File: config.mk
export PLATFORM = sky130hd
export DESIGN_NAME = fir_coef_reader
export DESIGN_NICKNAME = d
export VERILOG_FILES = /design/src/rtl/ddc_pkg.sv /design/src/rtl/coef_skid_fifo.sv /design/src/rtl/fir_coef_reader.sv
export SDC_FILE = /design/constraint.sdc
export NUM_CORES = 1
export LEC_CHECK = 0
export BUFFER_PORTS_ARGS = -buffer_cell sky130_fd_sc_hd__buf_2
export CAP_MARGIN = 25
export CORE_ASPECT_RATIO = 0.9
export CORE_MARGIN = 3
export CORE_UTILIZATION = 50
export CTS_BUF_LIST = sky130_fd_sc_hd__clkbuf_16
export CTS_CLUSTER_DIAMETER = 60
export DETAILED_ROUTE_END_ITERATION = 8
export PLACE_DENSITY = 0.7
export SYNTH_ARGS = -nofsm -noshare
export SYNTH_HDL_FRONTEND = slang
export SYNTH_SLANG_ARGS = --single-unit
File: constraint.sdc
create_clock -name clk -period 2.3 [get_ports clk]
set_input_delay 0.46 -clock clk [delete_from_list [all_inputs] [get_ports clk]]
set_output_delay 0.46 -clock clk [all_outputs]
set_load 0.03 [all_outputs]
File: src/rtl/ddc_pkg.sv
// Shared definitions for the DDC datapath: ROM geometry and the
// coefficient-reader sequencer state encoding.
package ddc_pkg;

  localparam int ROM_AW = 11;  // 3 bank bits + 8 tap bits
  localparam int ROM_DW = 18;  // two's complement coefficient width
  localparam int BANK_W = 3;
  localparam int TAP_W  = 8;

  typedef enum logic [1:0] {
    IDLE  = 2'd0,
    FETCH = 2'd1,
    DRAIN = 2'd2
  } fir_rd_state_t;

endpackage

File: src/rtl/coef_skid_fifo.sv
// Small circular buffer that holds coefficients read from the ROM until
// the MAC takes them. Push and pop may happen in the same cycle. The
// entry count is exported so the reader can limit its outstanding reads.
module coef_skid_fifo #(
  parameter int DEPTH = 4,
  parameter int W     = 27
) (
  input  logic                         clk,
  input  logic                         reset_n,
  input  logic                         push,
  input  logic [W-1:0]                 push_data,
  input  logic                         pop,
  output logic [W-1:0]                 head,
  output logic [$clog2(DEPTH+1)-1:0]   occ
);

  localparam int AW    = $clog2(DEPTH);
  localparam int OCC_W = $clog2(DEPTH+1);

  logic [W-1:0]  mem [DEPTH];
  logic [AW-1:0] wr_ptr;
  logic [AW-1:0] rd_ptr;

  // Storage array; contents need no reset because occ gates visibility.
  always_ff @(posedge clk) begin
    if (push) mem[wr_ptr] <= push_data;
  end

  // Pointer and occupancy bookkeeping; pointers wrap naturally (DEPTH is 2^n).
  always_ff @(posedge clk) begin
    if (!reset_n) begin
      wr_ptr <= '0;
      rd_ptr <= '0;
      occ    <= '0;
    end else begin
      if (push) wr_ptr <= wr_ptr + 1'b1;
      if (pop)  rd_ptr <= rd_ptr + 1'b1;
      case ({push, pop})
        2'b10:   occ <= occ + 1'b1;
        2'b01:   occ <= occ - 1'b1;
        default: occ <= occ;
      endcase
    end
  end

  assign head = mem[rd_ptr];

  // The reader's credit rule must never let a write land on a full buffer.
  a_no_overflow: assert property (@(posedge clk) disable iff (!reset_n)
    push |-> (occ != OCC_W'(DEPTH)));

endmodule

File: src/rtl/fir_coef_reader.sv
// Read-side sequencer for the FIR coefficient ROM. A start walks one bank
// tap by tap, absorbs the ROM's one-cycle registered read latency and
// streams {coef, tap, last} to the MAC through a small buffer.
//
// Handshake: coef_valid means coef/coef_tap/coef_last hold a real entry;
// a transfer happens on every rising edge where coef_valid & coef_ready;
// while coef_valid & !coef_ready the three data outputs do not change, and
// coef_valid never drops without a transfer (except on reset).
module fir_coef_reader
  import ddc_pkg::*;
#(
  parameter int NTAPS  = 122,
  parameter int ADDR_W = ROM_AW,
  parameter int DATA_W = ROM_DW,
  parameter int DEPTH  = 4
) (
  input  logic                clk,
  input  logic                reset_n,
  input  logic                start,
  input  logic [BANK_W-1:0]   bank,
  output logic                busy,
  output logic                done,
  output logic                rom_ce,
  output logic                rom_oce,
  output logic                rom_reset,
  output logic [ADDR_W-1:0]   rom_ad,
  input  logic [DATA_W-1:0]   rom_dout,
  output logic [DATA_W-1:0]   coef,
  output logic [TAP_W-1:0]    coef_tap,
  output logic                coef_last,
  output logic                coef_valid,
  input  logic                coef_ready,
  output fir_rd_state_t       state_dbg
);

  localparam int FW    = DATA_W + TAP_W + 1;
  localparam int OCC_W = $clog2(DEPTH+1);

  fir_rd_state_t     state;
  fir_rd_state_t     state_nxt;
  logic [BANK_W-1:0] bank_q;
  logic [8:0]        tap;
  logic              inflight;
  logic [TAP_W-1:0]  inflight_tap;
  logic              rom_reset_q;
  logic [OCC_W-1:0]  occ;
  logic [FW-1:0]     head;
  logic              issue_ok;
  logic              last_issue;
  logic              drain_done;
  logic              pop;

  // Credit: outstanding reads (buffered + in flight) must stay below DEPTH.
  assign issue_ok   = (int'(occ) + int'(inflight)) < DEPTH;
  assign last_issue = (tap == 9'(NTAPS-1));
  assign drain_done = (occ == '0) && !inflight;

  // State register.
  always_ff @(posedge clk) begin
    if (!reset_n) state <= IDLE;
    else          state <= state_nxt;
  end

  // Next-state logic: start is only honoured from IDLE.
  always_comb begin
    state_nxt = state;
    case (state)
      IDLE:    if (start) state_nxt = FETCH;
      FETCH:   if (issue_ok && last_issue) state_nxt = DRAIN;
      DRAIN:   if (drain_done) state_nxt = IDLE;
      default: state_nxt = IDLE;
    endcase
  end

  // FSM outputs: ROM issue strobe, done pulse and busy window.
  always_comb begin
    rom_ce = 1'b0;
    done   = 1'b0;
    busy   = 1'b0;
    case (state)
      FETCH: begin
        rom_ce = issue_ok;
        busy   = 1'b1;
      end
      DRAIN: begin
        done = drain_done;
        busy = !drain_done;
      end
      default: ;
    endcase
  end

  // Bank latch, tap counter and the one-cycle read-in-flight tracker.
  always_ff @(posedge clk) begin
    if (!reset_n) begin
      bank_q       <= '0;
      tap          <= '0;
      inflight     <= 1'b0;
      inflight_tap <= '0;
    end else begin
      inflight <= rom_ce;
      if (state == IDLE && start) begin
        bank_q <= bank;
        tap    <= '0;
      end else if (rom_ce) begin
        inflight_tap <= tap[TAP_W-1:0];
        tap          <= tap + 1'b1;
      end
    end
  end

  // ROM synchronous reset follows reset_n one cycle late.
  always_ff @(posedge clk) begin
    rom_reset_q <= ~reset_n;
  end

  assign rom_reset = rom_reset_q;
  assign rom_oce   = 1'b1;
  assign rom_ad    = rom_ce ? ADDR_W'({bank_q, tap[TAP_W-1:0]}) : '0;

  assign coef_valid = (occ != '0);
  assign pop        = coef_valid && coef_ready;

  coef_skid_fifo #(
    .DEPTH (DEPTH),
    .W     (FW)
  ) u_fifo (
    .clk       (clk),
    .reset_n   (reset_n),
    .push      (inflight),
    .push_data ({rom_dout, inflight_tap, (inflight_tap == TAP_W'(NTAPS-1))}),
    .pop       (pop),
    .head      (head),
    .occ       (occ)
  );

  assign coef      = coef_valid ? head[FW-1 -: DATA_W] : '0;
  assign coef_tap  = coef_valid ? head[TAP_W:1] : '0;
  assign coef_last = coef_valid && head[0];
  assign state_dbg = state;

endmodule

# Word-level counts from Yosys, hierarchy flattened
# Memory sizes are Yosys's and may differ from the RTL's. A register that Yosys moved wholly into a read port is not among the register bits.
# Index checks and enable logic that the tools add are counted.
dict set report totals {
  out_inout_bits 46
  register_bits 31
  mem_count 1
  ram_bits 108
}
dict set report op_classes {
  reduce_logical 14
  add_sub_neg 6
  n_eq_ne 9
  n_mux 15
  bitwise 2
  order_cmp 1
}
# name depth word_bits rd rd_ports_with_merged_regs wr line_no
set memory_table {}
lappend memory_table {u_fifo.mem 4 27 1 1 1 coef_skid_fifo.sv:20} ;# logic [W-1:0] mem [DEPTH];
# operator count
set op_table {}
lappend op_table {{2-to-1 mux 18 bit} 1}
lappend op_table {{2-to-1 mux 11 bit} 1}
lappend op_table {{2-to-1 mux 2 bit} 5}
lappend op_table {{adder 9 x 1 -> 9 bit (second input constant)} 1}
lappend op_table {{== test 9 x 7 -> 1 bit (second input constant)} 1}
lappend op_table {{== test 8 x 7 -> 1 bit (second input constant)} 1}
lappend op_table {{2-to-1 mux 8 bit} 1}
lappend op_table {{inequality test 2 bit (second input constant)} 3}
lappend op_table {{one-hot mux 2 bit (3 select lines)} 1}
lappend op_table {{one-hot mux 3 bit (2 select lines)} 1}
lappend op_table {{logical AND 1 bit} 5}
lappend op_table {{adder 2 x 1 -> 2 bit (second input constant)} 2}
lappend op_table {{adder 3 x 1 -> 4 bit} 1}
lappend op_table {{== test 2 x 1 -> 1 bit (second input constant)} 2}
lappend op_table {{== test 2 bit (second input constant)} 2}
lappend op_table {{< comparator 4 x 3 -> 1 bit (second input constant)} 1}
lappend op_table {{2-to-1 mux 1 bit} 4}
lappend op_table {{adder 3 x 1 -> 3 bit (second input constant)} 1}
lappend op_table {{logical NOT 3 bit} 1}
lappend op_table {{AND reduction 3 bit} 1}
lappend op_table {{nonzero test 3 bit} 1}
lappend op_table {{subtractor 3 x 1 -> 3 bit (second input constant)} 1}
lappend op_table {{logical NOT 1 bit} 2}
lappend op_table {{logical NOT 2 bit} 1}
lappend op_table {{5 further kinds} 6}

# Depth between registers and ports, before layout
dict set report depth {
  depth_word 5
  ltp_mapped 9
}

# Modules after synthesis
# A second synthesis with hierarchy kept.
dict set report unflattened {
  hier_cells 346
  area_unflattened_um2 5773.0
}
# mod cells_each instances seq_area_each_um2 area_per_inst_um2
set by_module_without_submodules {}
lappend by_module_without_submodules {coef_skid_fifo 181 1 3423.3 4372.9}
lappend by_module_without_submodules {fir_coef_reader 165 1 480.5 1400.1}

# Least setup slack after synthesis
# Ideal clock, no wire load.
dict set report synth_path {
  path_kind {register to output}
  start {register state[0], in the netlist state_dbg[0]}
  end {output port rom_ad[0]}
  required_ns 1.840
  path_slack_ns 0.170
  stages_incl_launch_ff 6
  arrival_time_ns 1.670
  path_cell_list {dfxtp_1 -> ha_1 -> nor2b_2 -> buf_2 -> clkbuf_1 -> and3_1}
}
dict set report synth_via {
  elab_chain_len 3
}
# item line_no
set synth_lines {}
lappend synth_lines {{start: declaration} fir_coef_reader.sv:39} ;# fir_rd_state_t state;
lappend synth_lines {{start signal: assignment} fir_coef_reader.sv:61} ;# else state <= state_nxt;
lappend synth_lines {{== test 2 x 1 -> 1 bit} fir_coef_reader.sv:80} ;# case (state)
lappend synth_lines {{2-to-1 mux 1 bit} fir_coef_reader.sv:80}
lappend synth_lines {{2-to-1 mux 11 bit} fir_coef_reader.sv:119} ;# assign rom_ad = rom_ce ? ADDR_W'({bank_q, tap[TAP_W-1:0]}) : '0;
lappend synth_lines {{end: declaration} fir_coef_reader.sv:26} ;# output logic [ADDR_W-1:0] rom_ad,
# No other way between the ends.

==> impl_metrics.py <==
metrics = {
    "synthesis": {
        "synth.distinct_cells": 38,
        "yosysWarnings": 0,
        "synth_top_area_cell": "edfxtp_1",
        "synth_nets": 391,
        "ys_ff_latch": 141,
        "yosys_most_used_dff": "edfxtp_1",
        "synth_area_per_cell_um2": 16.1,
        "synthCells": 354,
        "async_flop_share_pct": 0,
        "yosysTopAreaCellShare_pct": 56.8,
        "synth_area_mm2": 0.00571,
        "synth_area_leaders": "edfxtp_1 57%, dfxtp_1 12%, mux4_2 11%",
        "synth_enable_flop_cells": 108,
        "yosysSeqAreaShare_pct": 68.4,
    },
    "clock_network": {
        "cts_buffers": 17,
        "clk_pin_slew_ns": 0.06,
        "clockBufferDepth": 2,
        "cts_htree_levels": 4,
        "cts_tree": "done",
        "clock-sinks": 141,
        "root_buffer": "clkbuf_16",
        "clk_latency_ns": 0.41,
    },
    "placement": {
        "io_buffers": 69,
        "place_ws_ns": 0.251,
        "routabilityCongestion": 0.708,
        "dpl.cell_count": 564,
        "place.detailed.hpwl_mm": 6.16,
    },
    "sta": {
        "finalHoldViolCount": 0,
        "finClkSkew_ns": 0.00554,
        "rsz0062_at_grt": "yes",
        "setup_viol": 5,
        "period_needed_ns": 2.32,
        "drv_slew": 0,
        "max_freq_ghz": 0.430,
        "finalWorstSetupSlack_ns": -0.0233,
        "min_period_over_period_pct": 101,
        "slew_headroom_pct": 52.9,
        "holdWs_ns": 0.262,
        "tightest_slew_ns": 0.701,
    },
    "cells_and_area": {
        "final_common_cell": "edfxtp_1",
        "final_cell_mix": "108 x edfxtp_1, 37 x buf_2, 32 x dfxtp_1, 28 x buf_6",
        "fillers": 759,
        "fin_util_pct": 66.3,
        "synthToLayoutAreaGrowth_pct": 27.7,
        "drive_gt1_share_pct": 38.3,
        "final_cells": 601,
        "nets": 473,
        "n_antenna_cell": 0,
    },
    "floorplan": {
        "start_util_pct": 51.9,
        "die_h_um": 107,
        "io-pin-count": 71,
        "core_area_mm2": 0.0110,
        "dieArea_mm2": 0.0127,
        "rows": 36,
        "dieWidth_um": 119,
    },
    "route": {
        "firstDrtPassIters": 4,
        "wl_mm": 10.9,
        "vias": 3167,
        "remaining_drc_errors": 0,
        "wl_per_cell_um": 18.2,
        "post_drt_via_cell_ratio": 5.27,
        "ant_nets": 0,
        "first_iter_violations": 243,
    },
    "power": {
        "power_density_mw_per_mm2": 1150,
        "vdd_drop_max_v": 0.000766,
        "leakagePower_nw": 2.75,
    },
    "grt": {
        "grt_busiest_layer": "met2",
        "grt_usage_pct": 18.3,
        "grt_pass1_vias": 3367,
        "grt_use_met2_pct": 30.6,
        "use_met1_pct": 23.1,
        "grt_overflow": 0,
        "grt_use_met3_pct": 5.73,
        "grt_max_degree": 30,
        "antenna_found_initial": 0,
        "grt_pass1_wl_mm": 17.5,
    },
    "critical_path": {
        "cp.arrival_ns": 1.86,
        "cp_slowest_cell": "mux4_2",
        "rr_startpoint": "u_fifo.occ[2]",
        "rrSetupSlack_ns": 0.19,
        "start_kind": "flip-flop",
        "worstPathRequired_ns": 1.84,
        "worst-setup-path-type": "reg -> out",
        "r2r_cells": 9,
        "r2r_end": "u_fifo.occ[2]",
        "crit_chain": "buf_12 -> mux4_2 -> and2_4 -> buf_6",
        "crit_path_max_incr_delay_ns": 0.53,
        "crit_path_max_fanout": 7,
        "endpoint_kind": "output port",
    },
    "worst_hold_path": {
        "holdPathEnd": "u_fifo.mem[1][17]",
        "min-delay-path-class": "in -> reg",
        "hold_path_depth": 1,
        "hold_start": "rom_dout[8]",
    },
    "run": {
        "max_cap_viol_count": 0,
    },
    "run_status": {
        "outcome": "complete, but fails checks",
        "violations": "setup timing",
    },
}
cell type report:
cell class | count | area [um^2] | area share (%)
clock buffer | 17 | 425 | 5.84
clock inverter | 15 | 216 | 2.97
inverter | 12 | 45.0 | 0.618
multi-input combinational | 182 | 1750 | 24.1
sequential | 141 | 3910 | 53.6
tap | 152 | 190 | 2.61
timing repair buffer | 82 | 748 | 10.3
what timing repair did:
| action | CTS | global route |
|---|---|---|
| cloned | 2 | 1 |
| hold buffers | 0 | 0 |
| setup buffers | 2 | 0 |
| resized for setup | 81 | 19 |
| pin swaps | 0 | 0 |
| setup endpoints to repair | 39 | 42 |
power breakdown:
group | switching, mW | total (mW) | leakage (nW) | internal, mW
Sequential | 0.140 | 3.05 | 1.29 | 2.91
Combinational | 1.22 | 2.40 | 1.15 | 1.18
Clock | 1.03 | 2.95 | 0.307 | 1.92
per-layer routing:
layer	wire length [um]	part of all wire (%)	vias to the layer above
met5	0	0	-
met4	103	0.94	0
met3	496	4.5	10
met2	5550	51	72
met1	4800	44	1589
li1	-	-	1496
through the flow:
step | instance area, um^2 | total power [mW] | setup TNS (ns)
3_3_place_gp | 6250 | 4.90 | 0
5_1_grt | 7290 | 8.78 | -1.42
2_1_floorplan | 5710 | 4.44 | 0
6_report | 7290 | 8.40 | -0.0354
3_5_place_dp | 6250 | 4.93 | 0
4_1_cts | 7210 | 8.37 | -0.238
sequential cells by signal, indices dropped and copies added (netlist names), 2 cells and up, named ones only:
| register | count |
|---|---|
| u_fifo.mem | 108 |
| state_dbg | 2 |
| u_fifo.rd_ptr | 2 |
| u_fifo.wr_ptr | 2 |
| tap | 9 |
| inflight_tap | 8 |
| bank_q | 3 |
| u_fifo.occ | 3 |
worst max-delay path, delay by kind of cell (launching register included):
family	cells	cell delay (ns)
multiplexers	1	0.53
AND/OR/NAND/NOR	1	0.19
flip-flops	1	0.44
buffers and inverters	2	0.29
worst max path at each step:
stage	from	to	slack, ns
global route	flip-flop	coef_tap[5]	-0.08
floorplan	state_dbg[0]	rom_ad[0]	0.17
CTS	flip-flop	coef[1]	-0.03
global placement	state_dbg[1]	rom_ce	0.31
finish	flip-flop	coef_tap[5]	-0.02
detailed placement	state_dbg[1]	rom_ce	0.25
Yosys cell counts, types with 2 or more instances:
cell      number
mux4_2        27
xnor2_1        3
and2_1        33
nand3_1        8
o21a_1         2
clkbuf_1       9
a21oi_1        6
inv_1         12
buf_4          5
nand4b_1       2
buf_2          4
dfxtp_1       33
nor2_1        24
ha_1          11
and4_1         2
mux2i_1       10
edfxtp_1     108
nand4_1        4
and3_1        13
nand3_2        2
a211oi_1       2
xor2_1         9
nor4_1         2
nand2_1        9
logic make-up (layout without fill, tap and decap cells):
kind of cell,after synthesis,after routing,share of synthesized area (%)
other cells,1,1,0.0657
simple gates,106,106,10.4
compound gates,14,14,1.56
flops,141,141,68.4
xor+xnor,12,12,1.84
mux,37,37,12.4
buf+inv,31,126,2.59
fa+ha+maj,12,12,2.76
(Power assumes the default switching activity.)
